[config.mk]
export PLATFORM = sky130hd
export DESIGN_NAME = display_scheduler
export DESIGN_NICKNAME = d
export VERILOG_FILES = /design/src/rtl/display_scheduler.sv
export SDC_FILE = /design/constraint.sdc
export NUM_CORES = 1
export LEC_CHECK = 0
export BUFFER_PORTS_ARGS = -buffer_cell sky130_fd_sc_hd__buf_4
export CAP_MARGIN = 25
export CORE_ASPECT_RATIO = 0.5
export CORE_MARGIN = 1.5
export CORE_UTILIZATION = 30
export CTS_BUF_LIST = sky130_fd_sc_hd__clkbuf_4 sky130_fd_sc_hd__clkbuf_8
export CTS_CLUSTER_SIZE = 28
export DETAILED_ROUTE_END_ITERATION = 12
export REMOVE_ABC_BUFFERS = 1
export SYNTH_ARGS = -nofsm -noshare
export SYNTH_HDL_FRONTEND = slang
export SYNTH_SLANG_ARGS = --single-unit
[constraint.sdc]
create_clock -name clk -period 2.08 [get_ports clk]
set_input_delay 0.52 -clock clk [delete_from_list [all_inputs] [get_ports clk]]
set_output_delay 0.52 -clock clk [all_outputs]
set_load 0.02 [all_outputs]
[src/rtl/display_scheduler.sv]
// Arbitrates the shared 3-bit LED display between the dice and traffic-light blocks.
// Owns the mux select, gates roll/advance enables, and times the dice result hold.
module display_scheduler #(
  parameter int HOLD_CYCLES  = 8,
  parameter int LIGHT_PERIOD = 4,
  parameter int MIN_LIGHT    = 2
) (
  input  logic       clk,
  input  logic       rst,
  input  logic       button,
  input  logic [2:0] throw,
  input  logic [2:0] tl,
  output logic       dice_en,
  output logic       light_en,
  output logic       sel,
  output logic       busy,
  output logic [2:0] result
);

  localparam logic [1:0] S_LIGHTS = 2'd0;
  localparam logic [1:0] S_ROLL   = 2'd1;
  localparam logic [1:0] S_SHOW   = 2'd2;

  localparam logic [7:0] PRESC_LAST = 8'(LIGHT_PERIOD - 1);
  localparam logic [7:0] HOLD_LOAD  = 8'(HOLD_CYCLES - 1);
  localparam logic [7:0] GUARD_LOAD = 8'(MIN_LIGHT);

  logic [1:0] state_reg, state_next;
  logic [7:0] presc_reg, presc_next;
  logic [7:0] guard_reg, guard_next;
  logic [7:0] hold_reg, hold_next;
  logic [2:0] show_val_reg, show_val_next;
  logic [2:0] result_reg, result_next;
  logic       presc_wrap;

  always_comb begin
    presc_wrap = (state_reg == S_LIGHTS) && (presc_reg == PRESC_LAST);
  end

  assign busy     = (state_reg == S_ROLL) || (state_reg == S_SHOW);
  assign sel      = !busy;
  assign dice_en  = (state_reg == S_ROLL);
  assign light_en = presc_wrap;
  assign result   = result_reg;

  always_comb begin
    state_next    = state_reg;
    presc_next    = presc_reg;
    guard_next    = guard_reg;
    hold_next     = hold_reg;
    show_val_next = show_val_reg;
    result_next   = tl;
    case (state_reg)
      S_LIGHTS: begin
        presc_next = presc_wrap ? 8'd0 : presc_reg + 8'd1;
        guard_next = (guard_reg == 8'd0) ? 8'd0 : guard_reg - 8'd1;
        // The wrap strobe still fires on the grant edge; presc freezes afterwards.
        if (button && (guard_reg == 8'd0)) begin
          state_next = S_ROLL;
        end
      end
      S_ROLL: begin
        result_next = throw;
        if (!button) begin
          show_val_next = throw;
          hold_next     = HOLD_LOAD;
          state_next    = S_SHOW;
        end
      end
      S_SHOW: begin
        result_next = show_val_reg;
        if (hold_reg == 8'd0) begin
          guard_next = GUARD_LOAD;
          state_next = S_LIGHTS;
        end else begin
          hold_next = hold_reg - 8'd1;
        end
      end
      default: begin
        state_next = S_LIGHTS;
      end
    endcase
  end

  always_ff @(posedge clk) begin
    if (!rst) begin
      state_reg    <= S_LIGHTS;
      presc_reg    <= 8'd0;
      guard_reg    <= 8'd0;
      hold_reg     <= 8'd0;
      show_val_reg <= 3'd0;
      result_reg   <= 3'd0;
    end else begin
      state_reg    <= state_next;
      presc_reg    <= presc_next;
      guard_reg    <= guard_next;
      hold_reg     <= hold_next;
      show_val_reg <= show_val_next;
      result_reg   <= result_next;
    end
  end

endmodule

# [After elaboration in Yosys (flattened, before gate mapping)]
# Cells that the tools add are included.
[totals] output_inout_bits=7 input_bits=9 register_bits=32
[op_classes] mux=12 bitwise=1 n_eq_ne=7 add_sub_neg=3 n_reduce_logical=13
[op_table] operator="$mux 8" n=5
[op_table] operator="$pmux 8 s2" n=2
[op_table] operator="$logic_not 8->1" n=2
[op_table] operator="$sub 8x1->8 const B" n=2
[op_table] operator="$add 8x1->8 const B" n=1
[op_table] operator="$eq 8x2->1 const B" n=1
[op_table] operator="$mux 2" n=3
[op_table] operator="$pmux 2 s3" n=1
[op_table] operator="$pmux 3 s2" n=1
[op_table] operator="$reduce_and 3->1" n=2
[op_table] operator="$ne 2x1->1 const B" n=2
[op_table] operator="$ne 2x2->1 const B" n=2
[op_table] operator="$reduce_and 2->1" n=2
[op_table] operator="$reduce_bool 2->1" n=2
[op_table] operator="$eq 2x1->1 const B" n=1
[op_table] operator="$eq 2x2->1 const B" n=1
[op_table] operator="$logic_and 1x1->1" n=2
[op_table] operator="$logic_not 2->1" n=1
[op_table] operator="$logic_not 1->1" n=1
[op_table] operator="$logic_or 1x1->1" n=1
[op_table] operator="$not 1->1" n=1

# [Logic depth before layout (Yosys ltp)]
[logic_depth] ltp_word=4 ltp_mapped=8 mapped_depth_nobuf=6

# [Worst setup path before layout]
# OpenSTA, ideal clock, no wires.
[synth_path] path_type="register -> output" startpoint="register presc_reg[2]" endpoint="output port light_en" arrival_ns=1.493 setup_slack_ns=0.067 required_ns=1.560 n_path_buf=0 path_stages_with_launch=4 cell_sequence="dfxtp_1 > or4_1 > or4_4 > inv_1"
[synth_between] elab_chain_cells=2
[synth_rtl] element="from (decl)" line="29" source="logic [7:0] presc_reg, presc_next;"
[synth_rtl] element="from (signal assigned)" line="95" source="presc_reg <= presc_next;"
[synth_rtl] element="$eq 8x2->1" line="37" source="presc_wrap = (state_reg == S_LIGHTS) && (presc_reg == PRESC_LAST);"
[synth_rtl] element="$logic_and 1x1->1" line="37"
[synth_rtl] element="to (decl)" line="14" source="output logic light_en,"
# No other way between the ends.

# [Worst setup path after layout]
# Same ends and word-level chain as after synthesis.

==> flow_metrics.py <==
metrics = {
    "cts": {
        "clk_pin_slew_ns": 0.07,
        "root_buffer": "clkbuf_8",
        "holdBufCountCts": 0,
        "cts_tree": "done",
        "cts-buffers-inserted": 5,
        "clock_latency_ns": 0.29,
        "h-tree-depth": 2,
        "clk_path_buf_depth": 2,
        "cts.sinks": 32,
    },
    "critical_path": {
        "cp-end-kind": "output port",
        "cpMaxStageDelayCell": "or4_4",
        "critical_path_required_ns": 1.56,
        "cp_cell_sequence": "or4_4 -> or4_4 -> inv_2 -> buf_6",
        "reg2regPathDepth": 6,
        "criticalPathCategory": "reg2out",
        "path_max_fanout": 2,
        "rr_endpoint": "hold_reg[3]",
        "crit_top_cell": "or4_4",
        "arrival_ns": 1.74,
        "r2r-start": "hold_reg[1]",
        "reg2reg_setup_slack_ns": 0.21,
        "cp_slowest_stage_delay_ns": 0.53,
        "start_kind": "flip-flop",
    },
    "floorplanning": {
        "die-area_um2": 6174,
        "initial_utilization_pct": 31.05,
        "core_region_area_um2": 5492,
        "core.rowCount": 19,
        "fp.dieH_um": 56.32,
        "ios": 16,
        "die_w_um": 109.6,
    },
    "synthesis": {
        "synthTopCellsByCount": "dfxtp_1, nand2_1, nor2_1",
        "yosys_warnings": 0,
        "synth.top_cell.area_share_pct": 37.56,
        "syn_avg_cell_area_um2": 8.746,
        "synthArstFlopShare_pct": 0,
        "syn_area_um2": 1705,
        "ys_top_cells_by_area": "dfxtp_1, ha_1, mux2i_1",
        "synth-edff-count": 0,
        "synth_most_common_cell": "dfxtp_1",
        "ys_seq_elements": 32,
        "synthFlopType": "dfxtp_1",
        "synth-seq-area-share_pct": 37.56,
        "synth_top_cell_by_area": "dfxtp_1",
        "syn_inst": 195,
        "ys_types": 45,
    },
    "cells_and_area": {
        "final_area_um2": 2074,
        "final_layout_size_suffix_gt1_share_pct": 19.09,
        "fin_nets": 237,
        "areaGrowthSynthToFinish_pct": 21.64,
        "antenna_cells": 0,
    },
    "pwr": {
        "power_density_nw_per_um2": 1470,
        "finalPower_mw": 3.050,
        "leakagePower_nw": 0.8298,
        "peakVddDrop_mv": 0.4234,
    },
    "timing": {
        "max_freq_mhz": 442.4,
        "rsz0062_at_grt": "true",
        "finalSetupViolCount": 1,
        "timing.final.ws_setup_ns": -0.1804,
        "fin_skew_ns": 0.01137,
        "final.period_utilization_pct": 108.7,
        "finalMaxSlewViolations": 0,
        "worst_pin_slew_ns": 0.6578,
        "period_minus_slack_ns": 2.260,
        "relSlewSlack_pct": 55.81,
        "hold_viol": 0,
        "tns_ns": -0.1804,
    },
    "place": {
        "dp_slack_ns": 0.04739,
        "placed_area_um2": 1928,
        "io_buffers": 15,
        "dpl.hpwl_um": 2761,
        "gp_congestion": 0.7793,
    },
    "global_routing": {
        "grt_pass1_wl_um": 6831,
        "grt_pass1_vias": 1553,
        "grt_usage_pct": 14.25,
        "antenna_found_initial": 0,
        "grt_max_degree": 15,
        "grt.overflow.total": 0,
    },
    "run_status": {
        "failed_checks": "negative setup slack",
        "status": "complete, but fails checks",
    },
    "routing": {
        "vias_per_cell": 5.249,
        "first_pass_iters": 4,
        "first_iter_violations": 45,
        "post_drt_wl_per_cell_um": 13.44,
        "via_count": 1538,
        "route.detailed.drc": 0,
        "finalWirelength_um": 3938,
        "ant_nets": 0,
    },
    "min_path": {
        "worstHoldStart": "hold_reg[7]",
        "min_path_cells": 2,
        "hold_end": "hold_reg[7]",
        "hp-class": "reg2reg",
    },
    "job": {
        "drv_cap": 0,
    },
}
-- critical path: cells and delay by family, from the launching register on --
family / cells / cell delay (ns)
buf+inv: 2 / 0.18
flops: 1 / 0.32
simple gates: 2 / 0.97
-- worst max-delay path by stage --
stage	startpoint	cells past startpoint	slack, ns	to
5_1_grt	presc_reg[2]	4	-0.23	light_en
3_3_place_gp	presc_reg[6]	4	0.06	light_en
6_report	presc_reg[2]	4	-0.18	light_en
4_1_cts	presc_reg[2]	4	-0.16	light_en
3_5_place_dp	presc_reg[6]	4	0.05	light_en
2_1_floorplan	presc_reg[2]	3	0.07	light_en
-- cells by family (layout without fill, tap and decap cells) --
| kind of cell | Yosys count | after routing | share of synthesized area [%] |
|---|---|---|---|
| and+or+nand+nor | 87 | 87 | 28.10 |
| xor gates and xnor gates | 6 | 6 | 3.082 |
| muxes | 9 | 9 | 5.283 |
| AOI/OAI and AO/OA | 33 | 33 | 14.09 |
| buffers and inverters | 19 | 44 | 5.282 |
| adders and majority gates | 9 | 9 | 6.603 |
| DFF | 32 | 32 | 37.56 |
-- layout by cell type, fill, tap and decap left out, types with 3 or more instances in the layout --
cell      Yosys  routed
nand3b_1      3       3
buf_4         0      24
nor4_1        4       4
ha_1          9       8
a221oi_1      4       4
nor3_1        8       8
clkbuf_8      1       7
xor2_1        3       3
nand4_1       5       5
nand2_1      18      18
nor3b_1       5       5
nand2b_1      4       4
a21oi_1       8       8
dfxtp_1      32      30
or3_1         5       5
mux2i_1       9       9
nor2_1       18      18
xnor2_1       3       3
nand3_1       5       5
inv_1        11      10
o21ai_0       4       4
-- final cells by class --
| class | instances | area, µm² |
|---|---|---|
| flip-flops and latches | 32 | 643.1 |
| inverters | 11 | 41.29 |
| multi-input cells | 144 | 980.9 |
| clock inverters | 1 | 30.03 |
| clock buffers | 7 | 96.34 |
| well taps | 73 | 91.34 |
| fillers | 545 | 3417 |
| repair buffers | 25 | 191.4 |
-- per-layer routing --
layer	vias up	GRT usage, %	routed length (µm)
met3	7	3.833	160
met5	-	0	0
met4	0	6.494	61
met1	739	17.39	1809
li1	763	-	-
met2	29	23.43	1906
-- per-stage QoR --
stage,hold WS (ns),utilization (%),cells
global route,0.5013,37.78,293
detailed placement,0.4778,35.11,284
floorplan,0.4437,-,187
finish,0.4824,37.78,293
CTS,0.4803,37.64,293
global placement,0.4685,35.11,284
-- power breakdown --
part / leakage (nW) / total [mW] / switching [mW] / internal [mW]
Combinational: 0.503 / 1.42 / 0.786 / 0.636
Clock: 0.0645 / 0.667 / 0.244 / 0.423
Sequential: 0.263 / 0.961 / 0.174 / 0.787
Total: 0.830 / 3.05 / 1.20 / 1.85
-- what timing repair did --
item,CTS,global route
setup buffers,1,0
setup endpoints to repair,1,2
gates resized for setup,3,3
pin swaps,2,0
Power figures use the tool's default switching activity.
